==> src/rtl/microcode_sequencer.sv <==
// T-state sequencer and microcode decoder for the 8-bit SAP-style CPU.
// Optional build macro: MICROCODE_SEQUENCER_VARIABLE_CYCLE_EN (ends each instruction after its last active step).
module microcode_sequencer #(
  parameter int          NUM_T     = 6,
  parameter logic [14:0] CTRL_IDLE = 15'h0FE3
) (
  input  logic        clk,
  input  logic        rst,
  input  logic        advance,
  input  logic [3:0]  opcode,
  input  logic        cf,
  input  logic        zf,
  output logic [14:0] ctrl,
  output logic [2:0]  t_state,
  output logic        halted
);

  typedef enum logic [2:0] {
    T0 = 3'd0,
    T1 = 3'd1,
    T2 = 3'd2,
    T3 = 3'd3,
    T4 = 3'd4,
    T5 = 3'd5
  } t_state_e;

  localparam logic [2:0] T_LAST = 3'(NUM_T - 1);

  localparam int B_CP   = 14;
  localparam int B_EP   = 13;
  localparam int B_LP   = 12;
  localparam int B_NLMA = 11;
  localparam int B_NLMD = 10;
  localparam int B_NCE  = 9;
  localparam int B_NLR  = 8;
  localparam int B_NLI  = 7;
  localparam int B_NEI  = 6;
  localparam int B_NLA  = 5;
  localparam int B_EA   = 4;
  localparam int B_SUB  = 3;
  localparam int B_EU   = 2;
  localparam int B_NLB  = 1;
  localparam int B_NLO  = 0;

  localparam logic [3:0] OP_LDA = 4'h1;
  localparam logic [3:0] OP_ADD = 4'h2;
  localparam logic [3:0] OP_SUB = 4'h3;
  localparam logic [3:0] OP_STA = 4'h4;
  localparam logic [3:0] OP_LDI = 4'h5;
  localparam logic [3:0] OP_JMP = 4'h6;
  localparam logic [3:0] OP_JC  = 4'h7;
  localparam logic [3:0] OP_JZ  = 4'h8;
  localparam logic [3:0] OP_OUT = 4'hE;
  localparam logic [3:0] OP_HLT = 4'hF;

  t_state_e    t_state_r;
  t_state_e    t_next_s;
  logic        halted_r;
  logic        last_step_s;
  logic        halt_now_s;
  logic [14:0] word_s;

  assign t_state = t_state_r;
  assign halted  = halted_r;

  // Microcode ROM: control word for the current step, before advance/halt gating.
  always_comb begin
    word_s = CTRL_IDLE;
    case (t_state_r)
      T0: begin
        word_s[B_EP]   = 1'b1;
        word_s[B_NLMA] = 1'b0;
      end
      T1: word_s[B_CP] = 1'b1;
      T2: begin
        word_s[B_NCE] = 1'b0;
        word_s[B_NLI] = 1'b0;
      end
      T3: begin
        case (opcode)
          OP_LDA, OP_ADD, OP_SUB, OP_STA: begin
            word_s[B_NEI]  = 1'b0;
            word_s[B_NLMA] = 1'b0;
          end
          OP_LDI: begin
            word_s[B_NEI] = 1'b0;
            word_s[B_NLA] = 1'b0;
          end
          OP_JMP: begin
            word_s[B_NEI] = 1'b0;
            word_s[B_LP]  = 1'b1;
          end
          OP_JC, OP_JZ: begin
            // Conditional jumps look at the flags only here, in T3.
            if ((opcode == OP_JC) ? cf : zf) begin
              word_s[B_NEI] = 1'b0;
              word_s[B_LP]  = 1'b1;
            end else begin
              word_s = CTRL_IDLE;
            end
          end
          OP_OUT: begin
            word_s[B_EA]  = 1'b1;
            word_s[B_NLO] = 1'b0;
          end
          default: word_s = CTRL_IDLE;
        endcase
      end
      T4: begin
        case (opcode)
          OP_LDA: begin
            word_s[B_NCE] = 1'b0;
            word_s[B_NLA] = 1'b0;
          end
          OP_ADD, OP_SUB: begin
            word_s[B_NCE] = 1'b0;
            word_s[B_NLB] = 1'b0;
          end
          OP_STA: begin
            word_s[B_EA]   = 1'b1;
            word_s[B_NLMD] = 1'b0;
          end
          default: word_s = CTRL_IDLE;
        endcase
      end
      T5: begin
        case (opcode)
          OP_ADD, OP_SUB: begin
            word_s[B_EU]  = 1'b1;
            word_s[B_NLA] = 1'b0;
            word_s[B_SUB] = (opcode == OP_SUB);
          end
          OP_STA: word_s[B_NLR] = 1'b0;
          default: word_s = CTRL_IDLE;
        endcase
      end
      default: word_s = CTRL_IDLE;
    endcase
  end

  // Output gating: reset, stall and halt all present an idle word so no strobe double-fires.
  always_comb begin
    if (rst || !advance || halted_r) begin
      ctrl = CTRL_IDLE;
    end else begin
      ctrl = word_s;
    end
  end

  // Decides whether the current step is the final one of the instruction.
  always_comb begin
    last_step_s = (t_state == T_LAST);
`ifdef MICROCODE_SEQUENCER_VARIABLE_CYCLE_EN
    case (t_state_r)
      T3: last_step_s = !(opcode inside {OP_LDA, OP_ADD, OP_SUB, OP_STA});
      T4: last_step_s = !(opcode inside {OP_ADD, OP_SUB, OP_STA});
      T5: last_step_s = 1'b1;
      default: last_step_s = 1'b0;
    endcase
`else
    if (t_state == T_LAST) begin
      last_step_s = 1'b1;
    end else begin
      last_step_s = 1'b0;
    end
`endif
  end

  // Successor state and halt detection.
  always_comb begin
    halt_now_s = (t_state_r == T3) && (opcode == OP_HLT);
    case (t_state_r)
      T0: t_next_s = T1;
      T1: t_next_s = T2;
      T2: t_next_s = T3;
      T3: t_next_s = T4;
      T4: t_next_s = T5;
      T5: t_next_s = T0;
      default: t_next_s = T0;
    endcase
    if (halt_now_s || last_step_s) begin
      t_next_s = T0;
    end else begin
      t_next_s = t_next_s;
    end
  end

  // Sequencer state: steps only when advancing and not halted; only reset clears halt.
  always_ff @(posedge clk) begin
    if (rst) begin
      t_state_r <= T0;
      halted_r  <= 1'b0;
    end else if (advance && !halted_r) begin
      t_state_r <= t_next_s;
      halted_r  <= halt_now_s;
    end else begin
      t_state_r <= t_state_r;
      halted_r  <= halted_r;
    end
  end

endmodule

==> config.mk <==
export PLATFORM = sky130hd
export DESIGN_NAME = microcode_sequencer
export DESIGN_NICKNAME = d
export VERILOG_FILES = /design/src/rtl/microcode_sequencer.sv
export SDC_FILE = /design/constraint.sdc
export NUM_CORES = 1
export LEC_CHECK = 0
export CELL_PAD_IN_SITES_DETAIL_PLACEMENT = 0
export CELL_PAD_IN_SITES_GLOBAL_PLACEMENT = 1
export CORE_MARGIN = 3
export CORE_UTILIZATION = 26
export CTS_CLUSTER_DIAMETER = 200
export DETAILED_ROUTE_END_ITERATION = 6
export MAX_ROUTING_LAYER = met4
export PLACE_DENSITY = 0.79
export SKIP_LAST_GASP = 1
export SYNTH_ARGS = -nofsm -noshare
export SYNTH_HDL_FRONTEND = slang
export SYNTH_SLANG_ARGS = --single-unit
==> constraint.sdc <==
create_clock -name clk -period 1.75 [get_ports clk]
set_input_delay 0.35 -clock clk [delete_from_list [all_inputs] [get_ports clk]]
set_output_delay 0.35 -clock clk [all_outputs]
set_load 0.03 [all_outputs]
==> results.yml, run 1 <==
status:
  status: "finished with violations"
  failed_checks: "negative setup slack"
power_and_ir_drop:
  switching_power_uw: 153
  clk_pwr_share_pct: 26.1
  combinationalPowerShare_pct: 50.6
  irDropWorstVdd_mv: 0.383
  power.static_leakage_uw: 0.000568
  p_sw_share_pct: 34.9
  cellPowerDensity_nw_per_um2: 344
  power.sequential.fraction_pct: 23.4
  internal_power_uw: 285
layout:
  multi_input_comb_area_um2: 579
  antenna_cells: 0
  layout_net_count: 151
  areaGrowthSynthToFinish_pct: 131
  finalCoreUtilization_pct: 64.3
  drive_gt1_share_pct: 62.1
  commonest_non_fill_non_tap_cell_in_the_layout: "sky130_fd_sc_hd__buf_4"
  seq_area_um2: 91.3
  fillerInstances: 155
  fin_cells: 167
  layout.cells.most_common_list: "sky130_fd_sc_hd__buf_4, sky130_fd_sc_hd__buf_6, sky130_fd_sc_hd__nand2_1"
setup_path:
  worst-endpoint-required_ns: 1.40
  rrSetupSlack_ns: 0.53
  crit_slowest_cell: "sky130_fd_sc_hd__dfxtp_4"
  r2r-start: "t_state[2]"
  worstReg2RegEnd: "t_state[2]"
  crit_path_max_fanout: 6
  worst-endpoint-arrival_ns: 1.41
  worstSetupPathType: "flop to output port"
  reg2reg_depth: 4
  path_cells: "or2b_4 -> nor4_2 -> buf_4 -> nand3_2 -> buf_6"
  crit_path_start_kind: "flop"
  delay_contributed_by_the_slowest_stage_of_the_critical_path_ns: 0.36
  endpoint_kind: "output port"
timing:
  slew_viol_final: 0
  unrepaired_setup_endpoints_after_global_routing: "yes"
  timing.final.ws_setup_ns: -0.0136
  timing_worst_slew_pin_value_ns: 0.314
  setup-violations-final: 4
  fmax_mhz: 567
  final_hold_viol_count: 0
  slew-limit-headroom_pct: 79.0
  clock_skew_ns: 0.000154
  final_min_period_over_clock_period_pct: 101
  holdWs_ns: 0.341
  timing.final.crit_period_ns: 1.76
yosys:
  synth_enable_flop_cells: 0
  synth_async_sr_flop_share_pct: 0
  postSynthNetCount: 90
  synth-main-ff-cell: "sky130_fd_sc_hd__dfxtp_1"
  post_synth_instance_area_um2: 552
  synth.yosys.warnings: 0
  post_synth_inst_count: 81
  synth_seq_cells: 4
  yosysSeqAreaShare_pct: 14.5
  post_synthesis_area_per_instance_um2: 6.81
  yosys.cell_types.count: 33
min_path:
  min-delay-path-class: "primary input to flop"
  holdPathEnd: "t_state[1]"
  hp-start: "rst"
  hold-path-cell-count: 2
global_route:
  grt_start_max_net_pins: 12
  grt_overflow_total: 0
  grt.total_usage_pct: 16.9
  first_pass_grt_wire_length_um: 3400
  grt_pass1_vias: 781
  antenna_found_initial: 0
cts:
  tritoncts_num_sinks: 4
  clkLatencyLatePin_ns: 0.23
  cts_max_path_buffers: 2
  clk_root_buffer_cell: "sky130_fd_sc_hd__clkbuf_4"
  cts_tree: "yes"
  clk_transition_reported_paths_ns: 0.04
  cts_htree_levels: 1
  number_of_clock_buffers_inserted_by_tritoncts: 3
run:
  maxCapViolations: 0
route:
  detail_route.drc_violations: 0
  postRouteAntennaNets: 0
  drt-initial-drc-count: 19
  router_iterations_before_antenna_repair: 4
  avgViaCountPerCell: 5.17
  routed-via-count: 864
  wl_per_cell_um: 14.0
  route.final.wire_length_um: 2340
die:
  die_area_um2: 2710
  floorplan.die.width_um: 52.1
  ios: 28
  coreArea_um2: 1980
  start_util_pct: 27.8
  placement_rows: 16
  fp.dieH_um: 52.1
placed_design:
  hpwl_um: 1550
  place.port_buffers: 27
  finalWeightedCongestion: 0.868
  number_of_instances_in_the_placed_design: 154
==> sequential cells by signal, summed over array words and instances, names as in the netlist <==
signal	cells
halted	1
t_state	3
==> Yosys cell counts, types with 2 or more instances <==
| library cell | number | share of area, % |
|---|---|---|
| sky130_fd_sc_hd__nor4bb_1 | 3 | 5.4 |
| sky130_fd_sc_hd__dfxtp_1 | 4 | 15 |
| sky130_fd_sc_hd__nand2_1 | 9 | 6.1 |
| sky130_fd_sc_hd__nor3b_1 | 3 | 4.1 |
| sky130_fd_sc_hd__buf_2 | 7 | 6.3 |
| sky130_fd_sc_hd__a21oi_1 | 3 | 2.7 |
| sky130_fd_sc_hd__nand2b_1 | 2 | 2.3 |
| sky130_fd_sc_hd__o21ai_0 | 9 | 8.2 |
| sky130_fd_sc_hd__nor2b_1 | 4 | 4.5 |
| sky130_fd_sc_hd__and3b_1 | 2 | 3.2 |
| sky130_fd_sc_hd__nor4_1 | 2 | 2.3 |
| sky130_fd_sc_hd__nor3_1 | 4 | 3.6 |
| sky130_fd_sc_hd__nand4_1 | 2 | 2.3 |
| sky130_fd_sc_hd__nand3_1 | 3 | 2.7 |
| sky130_fd_sc_hd__nor2_1 | 6 | 4.1 |
==> worst max path at each step <==
stage	start	end	slack [ns]	cells after the start
floorplan	t_state[1]	ctrl[12]	-0.12	4
global placement	opcode[3]	ctrl[8]	-0.69	6
detailed placement	opcode[3]	ctrl[8]	-0.68	6
CTS	t_state[2]	ctrl[10]	-0.09	5
global route	t_state[2]	ctrl[10]	-0.09	5
finish	t_state[1]	ctrl[8]	-0.01	5
==> layer usage <==
layer  part of all wire [%]  GRT usage [%]
met3                    4.3           3.44
met2                     50           28.2
met1                     45           21.4
met5                      0              -
met4                   0.55           2.62
==> logic make-up after synthesis <==
group	after synthesis	share of synthesized area, %
and+or+nand+nor	49	55.3
buffers and inverters	9	9.07
DFF	4	14.5
AOI/OAI and AO/OA	19	21.1
==> cell type report <==
cell class,instances,share of cell area [%]
Timing Repair Buffer,64,42.6
Multi-Input combinational cell,68,45.5
Clock buffer,3,1.77
Sequential cell,4,7.17
Inverter,1,0.295
Tap cell,27,2.65
==> power groups by stage <==
stage	combinational [uW]	clock (uW)	sequential, uW
after floorplan	77.8	0	109
after detailed placement	171	0	104
after CTS	190	117	102
after global routing	237	124	103
final	221	114	102
after global placement	168	0	103
==> per-stage QoR <==
step | total power, uW | cell area, um^2 | worst slack (ns) | setup TNS, ns
final | 438 | 1270 | -0.0136 | -0.0416
after global routing | 464 | 1270 | -0.0891 | -0.413
after CTS | 409 | 1140 | -0.0903 | -0.297
after detailed placement | 274 | 1010 | -0.681 | -6.19
after global placement | 271 | 1010 | -0.693 | -6.08
after floorplan | 187 | 569 | -0.117 | -0.280
==> worst max-delay path: cells and delay by family (launching register included) <==
kind	cells	cell delay (ns)
buf+inv	2	0.31
simple gates	3	0.52
flops	1	0.36
==> what timing repair did <==
item / in CTS / in global routing
endpoints found under the setup margin: 19 / 12
gates cloned: 0 / 1
buffers inserted: 4 / 5
pin swaps: 8 / 11
hold buffers: 0 / 0
resized for setup: 75 / 36
hold endpoints to repair: 0 / 0
Note: power is estimated with default switching activity, not from simulation.
==> inputs of run 2 (changes only) <==
CORE_UTILIZATION = 23   (was 26)
PLACE_DENSITY = 0.74   (was 0.79)
clock period = 1.6 ns   (was 1.75 ns; I/O delays follow)
==> run 2 against run 1 <==
The run still ends with negative setup slack left. Power grew 5.0%. Register-to-register slack worse by 0.49 ns. Sequential power increased by 9.8%. Sequential cell count unchanged. Worst hold slack improved by 0.23 ns. Non-clock buffer count shrank 6. Combinational power rose by 2%. Clock skew increased by 0.0038 ns. First-iteration DRC count down 26%. Die area up 12%. Via count down 7.6%. Critical endpoint is now ctrl[12]. Largest cell class unchanged. Largest power group unchanged. Highest routed layer is now met3.
==> results.yml, run 2 (synthesized netlist as in run 1, its figures left out) <==
status:
  status: "finished with violations"
  failed_checks: "negative setup slack"
timing:
  final_hold_viol_count: 0
  timing_worst_slew_pin_value_ns: 0.343
  holdWs_ns: 0.575
  timing.final.ws_setup_ns: -0.170
  slew-limit-headroom_pct: 76.8
  timing.final.crit_period_ns: 1.77
  final_min_period_over_clock_period_pct: 111
  clock_skew_ns: 0.00392
  slew_viol_final: 0
  fmax_mhz: 565
  unrepaired_setup_endpoints_after_global_routing: "yes"
  setup-violations-final: 14
global_route:
  grt_pass1_vias: 756
  grt_start_max_net_pins: 10
  first_pass_grt_wire_length_um: 3390
  antenna_found_initial: 0
  grt_overflow_total: 0
  grt.total_usage_pct: 15.9
route:
  drt-initial-drc-count: 14
  postRouteAntennaNets: 0
  avgViaCountPerCell: 4.93
  detail_route.drc_violations: 0
  wl_per_cell_um: 13.2
  router_iterations_before_antenna_repair: 4
  routed-via-count: 798
  route.final.wire_length_um: 2140
cts:
  cts_max_path_buffers: 2
  clk_root_buffer_cell: "sky130_fd_sc_hd__clkbuf_4"
  cts_htree_levels: 1
  clkLatencyLatePin_ns: 0.23
  cts_tree: "yes"
  clk_transition_reported_paths_ns: 0.04
  tritoncts_num_sinks: 4
  number_of_clock_buffers_inserted_by_tritoncts: 3
  post_cts_hold_fix_bufs: 0
placed_design:
  place.port_buffers: 27
  dp_slack_ns: -0.800
  finalWeightedCongestion: 0.790
  hpwl_um: 1590
  number_of_instances_in_the_placed_design: 154
layout:
  commonest_non_fill_non_tap_cell_in_the_layout: "sky130_fd_sc_hd__buf_4"
  fin_cells: 162
  layout_net_count: 145
  areaGrowthSynthToFinish_pct: 131
  layout.cells.most_common_list: "sky130_fd_sc_hd__buf_4, sky130_fd_sc_hd__buf_6, sky130_fd_sc_hd__nand2_1"
  drive_gt1_share_pct: 63.4
  fillerInstances: 209
  antenna_cells: 0
  max_reg_flops: 3
setup_path:
  endpoint_kind: "output port"
  worst-endpoint-required_ns: 1.28
  worstSetupPathType: "primary input to output port"
  crit_path_max_fanout: 4
  crit_path_start_kind: "primary input"
  rrSetupSlack_ns: 0.04
  worst-endpoint-arrival_ns: 1.45
power_and_ir_drop:
  p_total_uw: 460
  clk_pwr_share_pct: 26.6
  power.sequential.fraction_pct: 24.3
  irDropWorstVdd_mv: 0.269
  combinationalPowerShare_pct: 49.0
  p_sw_share_pct: 34.7
  internal_power_uw: 301
  switching_power_uw: 159
  cellPowerDensity_nw_per_um2: 361
  power.static_leakage_uw: 0.000531
die:
  start_util_pct: 24.5
  coreArea_um2: 2250
  fp.dieH_um: 55.0
  placement_rows: 17
  die_area_um2: 3020
  ios: 28
  floorplan.die.width_um: 55.0
run:
  maxCapViolations: 0
min_path:
  min-delay-path-class: "flop to flop"
run 2: changes by cell type in the layout (fill, tap and decap cells not counted), sizes merged:
cell,before,now
buf,55,48
clkdlybuf4s15,0,3
clkbuf,5,3
clkdlybuf4s50,0,2
dlymetal6s2s,2,0
run 2: metal layers:
| metal | vias to the layer above | GRT usage, % | routed length, um |
|---|---|---|---|
| met1 | 370 | 20.7 | 960 |
| met3 | 0 | 1.61 | 79 |
| li1 | 409 | - | - |
| met2 | 19 | 27.0 | 1100 |
| met4 | 0 | 2.43 | 0 |
| met5 | - | - | 0 |
run 2: power groups by stage:
stage          Combinational (uW)  Clock [uW]  Sequential (uW)
4_1_cts                       215         127              112
6_report                      226         123              112
3_3_place_gp                  188           0              112
2_1_floorplan                90.8           0              120
3_5_place_dp                  188           0              112
5_1_grt                       242         132              113
run 2: per-stage QoR:
step	utilization [%]	setup TNS (ns)	area [um^2]
after floorplan	-	-0.161	613
after global placement	46.3	-8.61	1040
after detailed placement	46.3	-8.83	1040
after CTS	54.4	-1.43	1230
after global routing	56.5	-2.02	1270
final	56.5	-1.13	1270
run 2: cell type report:
| cell class | count | area, um^2 | share of cell area [%] |
|---|---|---|---|
| sequential | 4 | 87.6 | 6.88 |
| tap | 28 | 35.0 | 2.75 |
| timing repair buffer | 58 | 533 | 41.8 |
| inverter | 1 | 3.75 | 0.295 |
| multi-input combinational | 68 | 592 | 46.5 |
| clock buffer | 3 | 22.5 | 1.77 |
run 2: critical path, cell delays in order:
cell                              delay (ns)
sky130_fd_sc_hd__clkdlybuf4s15_1        0.26
sky130_fd_sc_hd__nand4bb_4              0.29
sky130_fd_sc_hd__nor2b_2                0.15
sky130_fd_sc_hd__buf_4                  0.12
sky130_fd_sc_hd__a21boi_4               0.16
sky130_fd_sc_hd__buf_6                  0.14
run 2: path summary, 6_finish.rpt:
path,depth (start not counted),endpoint,startpoint
max reg2reg,7,t_state[2],halted
min,3,halted,halted
min reg2reg,3,halted,halted
max,6,ctrl[12],rst
run 2: timing repair:
action,CTS,global route
buffers inserted,4,1
setup endpoints to repair,19,16
pin swaps,7,3
gates resized for setup,100,14
